`src/rtl/mem_arbiter.sv`:
```
// Shares one single-port, 1-cycle-latency memory between instruction fetch and load/store.
// Define MEM_ARB_RR_EN for round-robin arbitration; default is fixed LS priority with IF guard.
module mem_arbiter #(
  parameter int unsigned ADDR_WIDTH   = 32,
  parameter int unsigned DATA_WIDTH   = 32,
  parameter int unsigned STARVE_LIMIT = 4
) (
  input  logic                  clk,
  input  logic                  rst_n,
  input  logic                  if_req,
  input  logic [ADDR_WIDTH-1:0] if_addr,
  output logic                  if_gnt,
  output logic                  if_rvalid,
  output logic [DATA_WIDTH-1:0] if_rdata,
  input  logic                  ls_req,
  input  logic                  ls_we,
  input  logic [3:0]            ls_be,
  input  logic [ADDR_WIDTH-1:0] ls_addr,
  input  logic [DATA_WIDTH-1:0] ls_wdata,
  output logic                  ls_gnt,
  output logic                  ls_rvalid,
  output logic [DATA_WIDTH-1:0] ls_rdata,
  output logic                  mem_en,
  output logic [3:0]            mem_we,
  output logic [ADDR_WIDTH-1:0] mem_addr,
  output logic [DATA_WIDTH-1:0] mem_wdata,
  input  logic [DATA_WIDTH-1:0] mem_rdata
);

  typedef enum logic [1:0] {StIdle, StIfPend, StLsPend} state_e;

  state_e state_q, state_d;
  logic   if_win;
  logic   if_gnt_raw, ls_gnt_raw;

`ifdef MEM_ARB_RR_EN
  typedef enum logic {OwnerIf, OwnerLs} owner_e;
  owner_e last_owner_q, last_owner_d;

  always_comb begin
    if_win       = (last_owner_q == OwnerLs);
    last_owner_d = last_owner_q;
    if (if_gnt_raw) begin
      last_owner_d = OwnerIf;
    end else if (ls_gnt_raw) begin
      last_owner_d = OwnerLs;
    end
  end

  always_ff @(posedge clk or negedge rst_n) begin
    if (!rst_n) begin
      last_owner_q <= OwnerIf;
    end else begin
      last_owner_q <= last_owner_d;
    end
  end
`else
  localparam int unsigned CntW = (STARVE_LIMIT > 0) ? $clog2(STARVE_LIMIT + 1) : 1;
  localparam logic [CntW-1:0] StarveMax = CntW'(STARVE_LIMIT);

  logic [CntW-1:0] starve_cnt_q, starve_cnt_d;

  always_comb begin
    if_win       = (starve_cnt_q == StarveMax);
    starve_cnt_d = starve_cnt_q;
    if (if_gnt_raw || !if_req) begin
      starve_cnt_d = '0;
    end else if (ls_gnt_raw && (starve_cnt_q != StarveMax)) begin
      starve_cnt_d = starve_cnt_q + CntW'(1);
    end
  end

  always_ff @(posedge clk or negedge rst_n) begin
    if (!rst_n) begin
      starve_cnt_q <= '0;
    end else begin
      starve_cnt_q <= starve_cnt_d;
    end
  end
`endif

  always_comb begin
    if_gnt_raw = 1'b0;
    ls_gnt_raw = 1'b0;
    if (if_req && ls_req) begin
      if_gnt_raw = if_win;
      ls_gnt_raw = !if_win;
    end else begin
      if_gnt_raw = if_req;
      ls_gnt_raw = ls_req;
    end
  end

  // Reset masks only the visible handshake so it never feeds back into the flops' D inputs.
  always_comb begin
    if_gnt    = if_gnt_raw & rst_n;
    ls_gnt    = ls_gnt_raw & rst_n;
    mem_en    = if_gnt | ls_gnt;
    mem_we    = (ls_gnt && ls_we) ? ls_be : 4'b0000;
    mem_addr  = ls_gnt_raw ? ls_addr : if_addr;
    mem_wdata = ls_gnt_raw ? ls_wdata : '0;
  end

  always_comb begin
    state_d = StIdle;
    if (if_gnt_raw) begin
      state_d = StIfPend;
    end else if (ls_gnt_raw) begin
      state_d = StLsPend;
    end
  end

  always_ff @(posedge clk or negedge rst_n) begin
    if (!rst_n) begin
      state_q <= StIdle;
    end else begin
      state_q <= state_d;
    end
  end

  always_comb begin
    if_rvalid = (state_q == StIfPend);
    ls_rvalid = (state_q == StLsPend);
    if_rdata  = if_rvalid ? mem_rdata : '0;
    ls_rdata  = ls_rvalid ? mem_rdata : '0;
  end

endmodule

```
`config.mk`:
```
export PLATFORM = sky130hd
export DESIGN_NAME = mem_arbiter
export DESIGN_NICKNAME = d
export VERILOG_FILES = /design/src/rtl/mem_arbiter.sv
export SDC_FILE = /design/constraint.sdc
export NUM_CORES = 1
export LEC_CHECK = 0
export CAP_MARGIN = 25
export CORE_AREA = 3 3 105 107
export DETAILED_ROUTE_END_ITERATION = 7
export DIE_AREA = 0 0 108 110
export GPL_ROUTABILITY_DRIVEN = 0
export GPL_TIMING_DRIVEN = 0
export MAX_ROUTING_LAYER = met4
export PLACE_DENSITY = 0.77
export SLEW_MARGIN = 10
export SYNTH_ARGS = -nofsm -noshare
export SYNTH_HDL_FRONTEND = slang
export SYNTH_SLANG_ARGS = --single-unit
```
`constraint.sdc`:
```
create_clock -name clk -period 4 [get_ports clk]
set_input_delay 0.8 -clock clk [delete_from_list [all_inputs] [get_ports clk]]
set_output_delay 0.8 -clock clk [all_outputs]
set_load 0.02 [all_outputs]
```
# Word level (Yosys, flattened, before mapping)
# Index checks and enable logic that the tools add are counted.
# op_classes
add_sub_neg	1
multipliers	0
div	0
n_lt_le_gt_ge	0
eq_ne	4
n_shift	0
n_mux	11
n_bitwise	3
reduce_logical	7
# ops
operator	n
$mux 32	4
$mux 3	2
$mux 2	2
$mux 4	1
$add 3x1->3 const B	1
$eq 3x3->1 const B	1
$logic_and 1x1->1	3
$ne 3x3->1 const B	1
$and 1x1->1	2
$eq 2x1->1 const B	1
$eq 2x2->1 const B	1
$logic_not 1->1	2
$mux 1	2
$reduce_bool 2->1	1
$logic_or 1x1->1	1
$or 1x1->1	1
# word_totals
ff_bits	5
latchBits	0
ramBits	0
romBits	0
in_bits	137
output_inout_bits	137
wordCells	28
memories	0

# Longest topological paths before layout
# Gate-level depths: netlist of run 1.
# logic_depth
word_depth	6
depth_mapped	7
mapped_depth_nobuf	4

# Worst setup path after synthesis of run 1
# OpenSTA, ideal clock, no wires.
# synth_timing
path_type	input -> output
from	in ls_req
to	out mem_addr[2]
arrival_time_ns	1.702
required_ns	3.200
slack_ns	1.498
path_stages	5
n_path_buf	3
cell_sequence	buf_2 -> buf_2 -> buf_2 -> nand2_1 -> o211ai_1
# synth_between
elab_chain_len	3
# synth_rtl
element	line_no	source
from (decl)	15	input logic ls_req,
$logic_and 1x1->1	85	if (if_req && ls_req) begin
$mux 1 (*)	85	
$mux 32 (*)	100	mem_addr = ls_gnt_raw ? ls_addr : if_addr;
to (decl)	25	output logic [ADDR_WIDTH-1:0] mem_addr,
# Mark *: on every way between the ends. The rest lies on a longest branch, timed or not.

# Final worst setup path of run 1
# layout_timing
from	in if_req
to	out mem_wdata[27]
# layout_between
elab_chain_len	3
# layout_rtl
element	line_no	source
from (decl)	10	input logic if_req,
$logic_and 1x1->1	85	
$mux 1	85	
$mux 32	101	mem_wdata = ls_gnt_raw ? ls_wdata : '0;
to (decl)	26	output logic [DATA_WIDTH-1:0] mem_wdata,
# No other way between the ends.

==> impl_metrics.yaml, run 1 <==
timing:
  rsz0062_at_grt: "no"
  setup_tns_ns: 0
  fmax_mhz: 276.5
  fin_crit_ns: 3.616
  tightest_slew_ns: 0.4739
  relSlewSlack_pct: 68.31
  hold_viol: 0
  period_share_pct: 90.41
  setup_viol: 0
  finalMaxSlewViolations: 0
  fin_worst_skew_ns: 0.006748
hold_path:
  worstHoldStart: "starve_cnt_q[0]"
  hold_path.class: "reg2reg"
  min_to: "starve_cnt_q[0]"
  hold-path-cell-count: 1
global_route:
  grt_pass1_vias: 3243
  grtUsageMet3_pct: 4.135
  grt_max_degree: 12
  met2_usage_pct: 34.37
  met1_usage_pct: 19.60
  top_usage_layer: "met2"
  antenna_found_initial: 0
  grt_usage_pct: 18.31
  grt.overflow.total: 0
  grt_pass1_wl_mm: 16.78
clocking:
  cts_resized: 0
  clock-sinks: 5
  post_cts.repair.setup_buffers: 0
  clk_pin_slew_ns: 0.04
  cts_buffers: 3
  cts_tree: "built"
  cts_hold_buf: 0
  ctsRootBufferMaster: "clkbuf_8"
  clockBufferDepth: 2
  htree_levels: 1
  clk_latency_ns: 0.23
placed_design:
  placed_cells: 705
  portBuffers: 272
  dp_hpwl_mm: 10.28
power:
  intPower_w: 0.0004108
  p_per_area_nw_per_um2: 134.4
  power_frac_comb_pct: 77.5
  switching_share_pct: 38.39
  p_leak_nw: 1.956
  seq_power_share_pct: 8.1
  peakVddDrop_uv: 81.31
  p_clk_share_pct: 14.4
  power_w: 0.0006667
  p_sw_w: 0.0002560
status:
  outcome: "finished clean"
floorplan:
  ioPinCount: 274
  core_sq_um: 10230
  dieArea_sq_um: 11880
  rows: 37
  fp.dieW_um: 108
  initial_core_util_pct: 19.77
  die_h_um: 110
setup_path:
  crit_path_cell_trace: "clkdlybuf4s50_1 -> buf_4 -> nand3_1 -> clkbuf_1 -> and3_1 -> clkdlybuf4s50_1"
  cp_slowest_stage_delay_ns: 0.64
  worst_path_max_delay_cell: "clkdlybuf4s50_1"
  rrSetupSlack_ns: 2.33
  critPathMaxFanout: 10
  cp-end-kind: "primary output"
  reg2reg_to: "state_q[1]"
  required_ns: 3.20
  r2r_start: "starve_cnt_q[0]"
  crit_path_start_kind: "primary input"
  arrival_ns: 2.82
  worstSetupPathType: "in2out"
  reg2regPathDepth: 6
  path_common_cell: "clkdlybuf4s50_1"
job:
  cap_violations: 0
cells_and_area:
  fillers: 1000
  instances_no_fill: 709
  area_growth_pct: 145.2
  layout.cells.most_common: "clkdlybuf4s50_1"
  register_area_sq_um: 125.1
  num_antenna_cells: 0
  drive_gt1_share_pct: 8.551
  multi_input_comb_area_sq_um: 1692
  final_cell_mix: "clkdlybuf4s50_1 (272), and2_1 (65), nand2_1 (34)"
  nets: 713
route:
  drt-initial-drc-count: 123
  vias: 3258
  drc: 0
  routedWlPerCell_um: 16.66
  drt-total-wl_mm: 11.81
  ant_nets: 0
  first_pass_iters: 4
  viasPerCell: 4.595
yosys:
  ys_top_cells_by_area: "and2_1 (20%), o211ai_2 (16%), and3_1 (10%)"
  ys_seq_area_share_pct: 6.184
  syn_avg_cell_area_sq_um: 6.812
  synth_top_area_share_pct: 20.10
  ys_types: 24
  yosys_warnings: 0
  synth_largest_area_cell: "and2_1"
  synth_nets: 436
  syn_inst: 297
  netlist_area_sq_um: 2023
  ys_ff_latch: 5
power by group through the flow:
stage	clock network (W)	logic (W)	registers, W
after floorplan	0	0.000208	0.0000543
after global placement	0	0.000513	0.0000545
after detailed placement	0	0.000518	0.0000547
after CTS	0.0000957	0.000520	0.0000541
after global routing	0.000100	0.000549	0.0000544
final	0.0000958	0.000517	0.0000541
Yosys cell counts (all sizes together):
| cell type | n |
|---|---|
| a211oi | 1 |
| a21oi | 2 |
| nand4 | 32 |
| and4 | 1 |
| nand2b | 33 |
| nor2b | 2 |
| inv | 4 |
| or3b | 1 |
| o211ai | 32 |
| nor2 | 2 |
| dfrtp | 5 |
| ha | 2 |
| nor3b | 5 |
| and3 | 34 |
| and2 | 65 |
| nand3 | 5 |
| buf | 15 |
| nand2 | 34 |
| clkbuf | 22 |
stage by stage:
stage | utilization [%] | setup slack [ns] | hold slack, ns | area (sq um)
4_1_cts | 48.49 | 0.3283 | 0.4820 | 4961
3_5_place_dp | 48.05 | 0.3389 | 0.4812 | 4916
3_3_place_gp | 48.05 | 0.3804 | 0.4460 | 4916
6_report | 48.49 | 0.3837 | 0.4912 | 4961
5_1_grt | 48.49 | 0.2322 | 0.5023 | 4961
2_1_floorplan | - | 1.498 | 0.4352 | 2023
layout make-up:
| class | instances | area share [%] |
|---|---|---|
| Multi-Input combinational cell | 251 | 34.10 |
| Inverter | 4 | 0.3026 |
| Tap cell | 136 | 3.430 |
| Timing Repair Buffer | 272 | 54.88 |
| Clock buffer | 4 | 0.9079 |
| Sequential cell | 5 | 2.522 |
| Buffer | 37 | 3.859 |
worst max-delay path, delay by kind of cell:
| family | cells | cell delay, ns |
|---|---|---|
| and+or+nand+nor | 2 | 0.42 |
| buffers and inverters | 4 | 1.59 |
cells by family after synthesis:
logic type	after synthesis	share of synthesized area, %
AOI/OAI and AO/OA	35	19.17
adders and majority gates	2	1.237
buffers and inverters	41	10.20
DFF	5	6.184
and+or+nand+nor	214	63.20
state kept, by name (all words and copies together) (netlist names):
signal        cells
starve_cnt_q      3
state_q           2
worst max path at each step:
stage / startpoint / endpoint / slack (ns) / cells after the start
after floorplan: ls_req / mem_addr[2] / 1.50 / 5
after global placement: if_req / mem_wdata[27] / 0.38 / 6
after detailed placement: if_req / mem_wdata[25] / 0.34 / 6
after CTS: if_req / mem_wdata[27] / 0.33 / 6
after global routing: if_req / mem_wdata[27] / 0.23 / 6
final: if_req / mem_wdata[27] / 0.38 / 6
metal layers:
metal  vias up  part of all wire, %
li1       1591                    -
met1      1479                   38
met2       176                   52
met3        12                  8.8
met4         0                  1.6
met5         -                    0
No activity file was read; power rests on OpenSTA's default activity.
==> inputs of run 2 (changes only) <==
Settings changed: CAP_MARGIN 25 to 5, CELL_PAD_IN_SITES_DETAIL_PLACEMENT set to 1, CELL_PAD_IN_SITES_GLOBAL_PLACEMENT set to 2, CORE_AREA 3 3 105 107 to unset, CORE_MARGIN set to 3, CORE_UTILIZATION set to 11, DIE_AREA 0 0 108 110 to unset, PLACE_DENSITY 0.77 to 0.95.
==> impl_metrics.yaml, run 2 (synthesized netlist as in run 1, its figures left out) <==
cells_and_area:
  drive_gt1_share_pct: 8.726
  top_regs: "starve_cnt_q: 3 flops, state_q: 2 flops"
  nets: 713
  fillers: 2152
  largest_reg_flops: 3
  layout.cells.most_common: "clkdlybuf4s50_1"
  area_growth_pct: 152.6
  multi_input_comb_area_sq_um: 1692
  register_area_sq_um: 125.1
  regMostFlops: "starve_cnt_q"
  final_cell_mix: "clkdlybuf4s50_1 (272), and2_1 (65), nand2_1 (34)"
timing:
  rsz0062_at_grt: "no"
  hold_ws_ns: 0.4741
  fin_worst_skew_ns: 0.005481
  fmax_mhz: 272.0
  relSlewSlack_pct: 63.74
  setup_viol: 0
  finalMaxSlewViolations: 0
  period_share_pct: 91.90
  setup_tns_ns: 0
  fin_crit_ns: 3.676
  hold_viol: 0
  tightest_slew_ns: 0.5439
clocking:
  cts_tree: "built"
  cts_resized: 0
  cts_hold_buf: 0
  cts_buffers: 3
  post_cts.repair.setup_buffers: 0
  clk_latency_ns: 0.23
  clock-sinks: 5
  clockBufferDepth: 2
  ctsRootBufferMaster: "clkbuf_16"
  htree_levels: 1
  clk_pin_slew_ns: 0.04
route:
  ant_nets: 0
  first_pass_iters: 5
  drt-initial-drc-count: 127
  viasPerCell: 4.109
  drc: 0
  drt-total-wl_mm: 13.80
  routedWlPerCell_um: 17.27
  vias: 3283
placed_design:
  portBuffers: 272
  dp_hpwl_mm: 11.91
power:
  switching_share_pct: 36.34
  peakVddDrop_uv: 106.5
  power_w: 0.0007429
  p_leak_nw: 1.974
  seq_power_share_pct: 7.3
  p_sw_w: 0.0002700
  power_frac_comb_pct: 70.1
  p_clk_share_pct: 22.6
  intPower_w: 0.0004729
  p_per_area_nw_per_um2: 145.4
setup_path:
  critPathMaxFanout: 10
  worstSetupPathType: "in2out"
  critPathLaunch: "if_req"
  required_ns: 3.20
  r2r_start: "starve_cnt_q[0]"
  cp-end-kind: "primary output"
  crit_path_start_kind: "primary input"
  arrival_ns: 2.88
global_route:
  grt_usage_pct: 13.41
  grt_max_degree: 12
  grt_pass1_wl_mm: 20.21
  antenna_found_initial: 1
  grt_pass1_vias: 3415
  grt.overflow.total: 0
floorplan:
  die_h_um: 141.6
  ioPinCount: 274
  rows: 48
  core_sq_um: 17660
  initial_core_util_pct: 11.46
  fp.dieW_um: 141.6
  dieArea_sq_um: 20060
hold_path:
  worstHoldStart: "starve_cnt_q[0]"
  hold_path.class: "reg2reg"
status:
  outcome: "finished clean"
job:
  cap_violations: 0
## run 2: metrics by stage
step                cell area, sq um  utilization [%]  worst slack [ns]  cells
detailed placement              5027            28.47            0.2671    794
finish                          5110            28.94            0.3239    799
global route                    5110            28.94            0.1592    799
CTS                             5107            28.93            0.2560    798
floorplan                       2023                -             1.498    297
global placement                5027            28.47            0.2449    794
## run 2: layout make-up
class,count,share of cell area [%]
sequential,5,2.449
clock inverter,1,0.09794
clock buffer,3,1.469
antenna,1,0.04897
inverter,4,0.2938
tap,225,5.509
multi-input combinational,251,33.10
timing repair buffer,272,53.28
buffer,37,3.746
## run 2: critical path, stage by stage
cell             delay [ns]
clkdlybuf4s50_1        0.42
buf_4                  0.18
nand3_1                0.26
clkbuf_1               0.34
and3_1                 0.21
clkdlybuf4s50_1        0.65
## run 2: metal layers
layer / global-route usage (%) / up-vias / routed length [um]
met3: 4.146 / 6 / 1318
met4: 3.030 / 0 / 135
met2: 23.46 / 184 / 6983
li1: - / 1593 / -
met1: 15.00 / 1500 / 5359
met5: - / - / 0
## run 2: worst paths after layout
| check | cells past startpoint | to | slack, ns |
|---|---|---|---|
| worst max-delay path | 6 | mem_wdata[26] | 0.32 |
| worst min-delay path | 1 | starve_cnt_q[0] | 0.47 |
| worst max register to register | 6 | state_q[1] | 2.27 |
| worst min register to register | 1 | starve_cnt_q[0] | 0.47 |
| max in group asynchronous | 1 | state_q[1] | 2.76 |
| min in group asynchronous | 1 | starve_cnt_q[1] | 0.91 |
## run 2: power groups by stage
| stage | Clock, W | Combinational, W | Sequential, W |
|---|---|---|---|
| after floorplan | 0 | 0.000208 | 0.0000543 |
| after global placement | 0 | 0.000524 | 0.0000547 |
| after detailed placement | 0 | 0.000527 | 0.0000548 |
| after CTS | 0.000172 | 0.000530 | 0.0000542 |
| after global routing | 0.000178 | 0.000559 | 0.0000544 |
| final | 0.000168 | 0.000521 | 0.0000542 |
